`src/rtl/pixel_streamer.sv`:
```
`default_nettype none
// ============================================================================
// Module      : pixel_streamer
// Description : Holds an IMG_H x IMG_W one-bit frame buffer that is loaded
//               row by row while idle, and streams it out one pixel per cycle
//               (row-major, column 0 first) when start is accepted. The
//               stream feeds a downstream max_pooling block.
// Revision    : 1.0 - initial release
// ----------------------------------------------------------------------------
// Ports
//   clk          in   clock, rising edge
//   rst_n        in   synchronous active-low reset; clears buffer and outputs
//   wr_en        in   row-write strobe (honoured only while idle)
//   wr_row       in   row index for the write; rows >= IMG_H are ignored
//   wr_data      in   row pixels, bit j = column j
//   start        in   stream request (idle only, and only with wr_en low)
//   stall_in     in   [PIXEL_STREAMER_STALL_EN only] hold the stream a cycle
//   pixel_out    out  streamed pixel
//   valid_out    out  pixel_out valid this cycle
//   frame_first  out  pixel (0,0)
//   frame_last   out  pixel (IMG_H-1, IMG_W-1)
//   busy         out  frame in progress
//   done         out  one-cycle end-of-frame pulse
// Optional feature macro: PIXEL_STREAMER_STALL_EN
// ============================================================================
module pixel_streamer #(
    parameter int IMG_W = 5,
    parameter int IMG_H = 5
) (
    input  logic                                clk,
    input  logic                                rst_n,
    input  logic                                wr_en,
    input  logic [((IMG_H > 1) ? $clog2(IMG_H) : 1)-1:0] wr_row,
    input  logic [IMG_W-1:0]                    wr_data,
    input  logic                                start,
`ifdef PIXEL_STREAMER_STALL_EN
    input  logic                                stall_in,
`endif
    output logic                                pixel_out,
    output logic                                valid_out,
    output logic                                frame_first,
    output logic                                frame_last,
    output logic                                busy,
    output logic                                done
);

    localparam int C_ROW_W = (IMG_H > 1) ? $clog2(IMG_H) : 1;
    localparam int C_COL_W = (IMG_W > 1) ? $clog2(IMG_W) : 1;

    localparam logic [C_ROW_W-1:0] C_ROW_LAST = C_ROW_W'(IMG_H - 1);
    localparam logic [C_COL_W-1:0] C_COL_LAST = C_COL_W'(IMG_W - 1);
    // One extra bit so IMG_H itself is representable for the range check.
    localparam logic [C_ROW_W:0]   C_ROW_LIM  = (C_ROW_W + 1)'(IMG_H);

    typedef enum logic [1:0] {
        ST_IDLE   = 2'd0,
        ST_STREAM = 2'd1,
        ST_DONE   = 2'd2
    } state_t;

    state_t               state_q, state_d;
    logic [IMG_W-1:0]     buf_q [IMG_H];
    logic [IMG_W-1:0]     buf_d [IMG_H];
    logic [C_ROW_W-1:0]   row_q, row_d;
    logic [C_COL_W-1:0]   col_q, col_d;
    logic                 pixel_q, pixel_d;
    logic                 valid_q, valid_d;
    logic                 first_q, first_d;
    logic                 last_q,  last_d;
    logic                 busy_q,  busy_d;
    logic                 done_q,  done_d;

    logic                 w_stall;
    logic                 w_row_ok;

`ifdef PIXEL_STREAMER_STALL_EN
    assign w_stall = stall_in;
`else
    assign w_stall = 1'b0;
`endif

    assign w_row_ok = ({1'b0, wr_row} < C_ROW_LIM);

    always_comb begin
        state_d = state_q;
        buf_d   = buf_q;
        row_d   = row_q;
        col_d   = col_q;
        pixel_d = 1'b0;
        valid_d = 1'b0;
        first_d = 1'b0;
        last_d  = 1'b0;
        done_d  = 1'b0;

        case (state_q)
            ST_IDLE: begin
                // A write always wins over start in the same cycle.
                if (wr_en) begin
                    if (w_row_ok) begin
                        buf_d[wr_row] = wr_data;
                    end
                end else if (start) begin
                    state_d = ST_STREAM;
                    row_d   = '0;
                    col_d   = '0;
                end
            end

            ST_STREAM: begin
                // A stall holds the pixel index and emits an invalid cycle.
                if (!w_stall) begin
                    pixel_d = buf_q[row_q][col_q];
                    valid_d = 1'b1;
                    first_d = (row_q == '0) && (col_q == '0);
                    last_d  = (row_q == C_ROW_LAST) && (col_q == C_COL_LAST);
                    if (col_q == C_COL_LAST) begin
                        col_d = '0;
                        if (row_q == C_ROW_LAST) begin
                            row_d   = '0;
                            state_d = ST_DONE;
                        end else begin
                            row_d = row_q + C_ROW_W'(1);
                        end
                    end else begin
                        col_d = col_q + C_COL_W'(1);
                    end
                end
            end

            ST_DONE: begin
                // The last pixel is on the output during this state; done
                // follows one cycle later as the FSM returns to idle.
                done_d  = 1'b1;
                state_d = ST_IDLE;
            end

            default: begin
                state_d = ST_IDLE;
            end
        endcase

        busy_d = (state_d != ST_IDLE);
    end

    always_ff @(posedge clk) begin
        if (!rst_n) begin
            state_q <= ST_IDLE;
            for (int r = 0; r < IMG_H; r++) begin
                buf_q[r] <= '0;
            end
            row_q   <= '0;
            col_q   <= '0;
            pixel_q <= 1'b0;
            valid_q <= 1'b0;
            first_q <= 1'b0;
            last_q  <= 1'b0;
            busy_q  <= 1'b0;
            done_q  <= 1'b0;
        end else begin
            state_q <= state_d;
            buf_q   <= buf_d;
            row_q   <= row_d;
            col_q   <= col_d;
            pixel_q <= pixel_d;
            valid_q <= valid_d;
            first_q <= first_d;
            last_q  <= last_d;
            busy_q  <= busy_d;
            done_q  <= done_d;
        end
    end

    assign pixel_out   = pixel_q;
    assign valid_out   = valid_q;
    assign frame_first = first_q;
    assign frame_last  = last_q;
    assign busy        = busy_q;
    assign done        = done_q;

endmodule
`default_nettype wire

```
`config.mk`:
```
export PLATFORM = sky130hd
export DESIGN_NAME = pixel_streamer
export DESIGN_NICKNAME = d
export VERILOG_FILES = /design/src/rtl/pixel_streamer.sv
export SDC_FILE = /design/constraint.sdc
export NUM_CORES = 1
export LEC_CHECK = 0
export CORE_ASPECT_RATIO = 0.75
export CORE_MARGIN = 1
export CORE_UTILIZATION = 52
export CTS_CLUSTER_SIZE = 10
export DETAILED_ROUTE_END_ITERATION = 6
export HOLD_SLACK_MARGIN = 0.1
export MAX_ROUTING_LAYER = met4
export PLACE_DENSITY = 0.75
export SLEW_MARGIN = 20
export SYNTH_ARGS = -nofsm -noshare
export SYNTH_HDL_FRONTEND = slang
export SYNTH_SLANG_ARGS = --single-unit
```
`constraint.sdc`:
```
create_clock -name clk -period 2.6 [get_ports clk]
set_clock_uncertainty 0.05 [all_clocks]
set_input_delay 0.52 -clock clk [delete_from_list [all_inputs] [get_ports clk]]
set_output_delay 0.52 -clock clk [all_outputs]
set_load 0.1 [all_outputs]
```
# After elaboration in Yosys (flattened, before gate mapping)
# Index checks and enable logic that the tools add are counted.
# Widths: inputs -> output; s select.
[classes] muxes=22 n_reduce_logical=12 n_mul=0 n_lt_le_gt_ge=5 addsub=2 eq_ne=7 div=0 n_shift=0 bitwise_logic=2
[op_table] operator="$bwmux 25" n=1
[op_table] operator="$bmux 5 s3" n=1
[op_table] operator="$demux 5 s3" n=1
[op_table] operator="$mux 3" n=5
[op_table] operator="$mux 5" n=3
[op_table] operator="$pmux 3 s2" n=2
[op_table] operator="$ge 4x4->1 const B" n=2
[op_table] operator="$mux 2" n=4
[op_table] operator="$not 3->4" n=2
[op_table] operator="$add 3x1->3 const B" n=2
[op_table] operator="$eq 3x3->1 const B" n=2
[op_table] operator="$logic_not 3->1" n=2
[op_table] operator="$ne 2x2->1 const B" n=3
[op_table] operator="$reduce_and 3->1" n=2
[op_table] operator="$lt 3x4->1 const B" n=1
[op_table] operator="$lt 4x1->1 const B" n=1
[op_table] operator="$pmux 2 s2" n=1
[op_table] operator="$reduce_and 4->1" n=1
[op_table] operator="$reduce_bool 2->1" n=2
[op_table] operator="$bmux 1 s3" n=1
[op_table] operator="$logic_and 1x1->1" n=3
[op_table] operator="$lt 3x3->1 const B" n=1
[op_table] operator="$mux 1" n=3
[op_table] operator="$eq 2x1->1 const B" n=1
[op_table] operator="other kinds (3)" n=3
[totals] romBits=0 reg_bits=39 mem_bits_rw=0 latchBits=0 mem_count=0

# Depth between registers and ports, before layout
[logic_depth] word_depth=6 depth_mapped=7 mapped_depth_nobuf=6

# Worst setup path before layout
# Ideal clock, no wire load.
[synth_timing] path_kind="flip-flop to flip-flop" from="register col_q[0]" to="register pixel_q, in the netlist pixel_out" path_slack_ps=778 n_path_buf=1 required_time_ps=2434 synth_period_minus_slack_ps=1822 setup_ps=116 stages_incl_launch_ff=6 t_arrival_ps=1656 cell_sequence="dfxtp_1 buf_6 mux4_1 mux2_2 a31o_1 o211a_1"
[synth_via] elab_chain_len=2
[synth_rtl] element="from (decl)" line="65" source="logic [C_COL_W-1:0] col_q, col_d;"
[synth_rtl] element="from (signal assigned)" line="163" source="col_q <= col_d;"
[synth_rtl] element="$bmux 1 s3" line="112" source="pixel_d = buf_q[row_q][col_q];"
[synth_rtl] element="$mux 1 (not written as such)" line="112"
[synth_rtl] element="to (signal assigned)" line="164" source="pixel_q <= pixel_d;"
[synth_rtl] element="to (decl)" line="66" source="logic pixel_q, pixel_d;"
# No other way between the ends. The select of a mux whose other input is x is not followed.
# A chain may end at the register's enable or synchronous reset.

# Worst setup path in the final report
# Same ends and word-level chain as after synthesis.

==> run summary <==
Status - complete, no violations
Max Root-Sink Buffers - 2
Setup_tns - 0 ns
Main combinational cell family by area after synthesis - multiplexers
Setup Viol. Count Final - 0
DRC violations left - 0
Crit-path slowest cell - dfxtp_1
Unrepaired setup endpoints after global routing - no
Mux contribution to synthesized area - 21.1%
Post-CTS Setup Bufs - 0
Top cells by area, synth - dfxtp_1 46%, mux2i_1 12%, mux4_1 6.1%
DP HPWL - 2.72 mm
Buf/Inv on CP - 0
Synthesized instance count - 169
Pre-antenna DRT Iters - 4
Total GRT Usage - 24.8%
Fill count - 232
Cells along the critical path - mux4_1 -> mux2_2 -> a31o_1 -> o211a_1
CP Launch Type - register
Die width - 68.3 um
Hold_buf cts - 0
Largest net degree at the start of global routing - 16
Worst VDD drop - 402 uV
Area after DPL - 0.00190 mm^2
Vias - 1324
FF/Latch Area - 781 um^2
Arrival time of the worst setup path - 2.26 ns
Clock transition at path regs - 0.07 ns
GPL Wtd Cong - 0.849
Cell Area, Synth - 0.00171 mm^2
Post-CTS Resized - 0
Asr flop ratio synth - 0%
Final WL - 3.65 mm
Share of cells above drive strength 1 - 11.5%
Static Leak - 0.926 nW
Final Critical Period - 2.13 ns
Die Span Y - 51.7 um
Area growth, synth to finish - 18.0%
Vias/cell - 5.78
WS Path Type - reg2reg
Final hold vios - 0
Post-route cell area - 0.00202 mm^2
CTS tree - built
Max Fclk - 470 MHz
Worst Tran Pin Value - 0.506 ns
Antenna cells - 0
Simple-gate share of the synthesized area - 16.9%
Ys Warns - 0
Vias in the first global route - 1225
Max incr delay on CP - 0.64 ns
Crit path capture type - register
Min setup slack post-route - 0.474 ns
Post-synth EDFFs - 0
Drt wl/cell - 15.9 um
Nets - 206
Routed Antenna Nets - 0
Compound-Gate Fraction of Synth Area - 8.77%
Worst Path Required - 2.74 ns
Total grt overflow - 0
Max-Cap Viols - 0
Synth Area per Inst - 10.1 um^2
Synth Flop Type - dfxtp_1
Total CTS buffers - 5
H-Tree Depth - 2
Fin crit share - 81.8%
Post-synthesis cell type count - 35
Cell with the most instances after synthesis - dfxtp_1
Xor/xnor share of the synthesized area - 1.02%
Total power - 0.00128 W
Place WS - 0.272 ns
Clock latency on the worst-skew pair - 0.29 ns
Post-Syn Nets - 185
Adder-cell share of the synthesized area - 2.92%
I/O Buffers - 17
Sequential fraction of the synthesis area - 45.6%
Top Family by Delay on Critical Path - multiplexers
Seq cells post-synth - 39
Worst rel slew slack - 66.2%
Initial Util - 56.3%
Crit path max fanout - 10
Max Slew Vio Count - 0
Multi-input gate area - 868 um^2
Io pins - 18
Std cell rows - 17
Area leader, netlist - dfxtp_1
Synth top area share - 45.6%
Root Driver - clkbuf_8
Clock sinks - 39
First-pass GRT wire length - 5.95 mm
Initial antenna violation count - 0
DR iter-0 viols - 101
Worst Hold Class - reg2reg
Core area - 0.00304 mm^2
Cell Pwr Density - 632 mW/mm^2
Die area - 0.00353 mm^2
Top cells by count, synth - 39 x dfxtp_1, 28 x nor2_1, 20 x mux2i_1
-- flip-flops by register name, indices dropped and copies added (netlist names) --
signal       cells
buf_q           25
busy             1
col_q            3
done             1
frame_first      1
frame_last       1
pixel_out        1
row_q            3
state_q          2
valid_out        1
-- placed cells by master (no fill, tap or decap), types with 4 or more instances in the layout --
cell type | synthesis | layout
nand3_1 | 8 | 8
ha_1 | 4 | 4
nand2_1 | 9 | 9
mux2i_1 | 20 | 20
nor2_1 | 28 | 28
mux4_1 | 4 | 4
a21oi_1 | 9 | 9
buf_4 | 0 | 8
inv_1 | 9 | 9
dfxtp_1 | 39 | 39
clkbuf_8 | 0 | 6
clkdlybuf4s50_1 | 0 | 11
-- metal layers --
layer	global-route usage, %	wire length, um	share of wire, %
met4	9.72	45	1.2
met3	6.80	247	6.8
met1	34.1	1780	49
met2	34.5	1580	43
met5	-	0	0
-- power by group --
part / switching [W] / total [W] / internal (W)
registers: 0.0000179 / 0.000630 / 0.000612
clock network: 0.000211 / 0.000521 / 0.000310
logic: 0.0000738 / 0.000128 / 0.0000539
total: 0.000302 / 0.00128 / 0.000976
-- worst register-to-register path: stages (launching register included) --
cell	delay, ns
dfxtp_1	0.64
mux4_1	0.62
mux2_2	0.28
a31o_1	0.22
o211a_1	0.22
-- cells by family (layout without fill, tap and decap cells) --
kind of cell,Yosys count,after routing
DFF,39,39
xor gates and xnor gates,2,2
muxes,28,28
adders and majority gates,4,4
AOI/OAI and AO/OA,22,22
and+or+nand+nor,59,59
buffers and inverters,15,37
-- metrics by stage --
step	util (%)	hold WS, ns	cells
6_report	66.5	0.417	229
3_5_place_dp	62.6	0.412	221
5_1_grt	66.5	0.443	229
4_1_cts	66.5	0.422	229
2_1_floorplan	-	0.382	169
3_3_place_gp	62.6	0.397	221
-- path summary, 6_finish.rpt --
kind / startpoint / endpoint / slack (ns) / cells past startpoint
max: col_q[0] / pixel_out / 0.47 / 4
max reg2reg: col_q[0] / pixel_out / 0.47 / 4
min: buf_q[24] / buf_q[24] / 0.42 / 2
min reg2reg: buf_q[24] / buf_q[24] / 0.42 / 2
-- area by class of cell --
class	count	area share (%)
multi-input cells	115	42.9
flip-flops and latches	39	38.6
repair buffers	19	8.42
clock buffers	6	4.08
well taps	38	2.35
inverters	10	1.86
clock inverters	2	1.73
(Power assumes the default switching activity.)
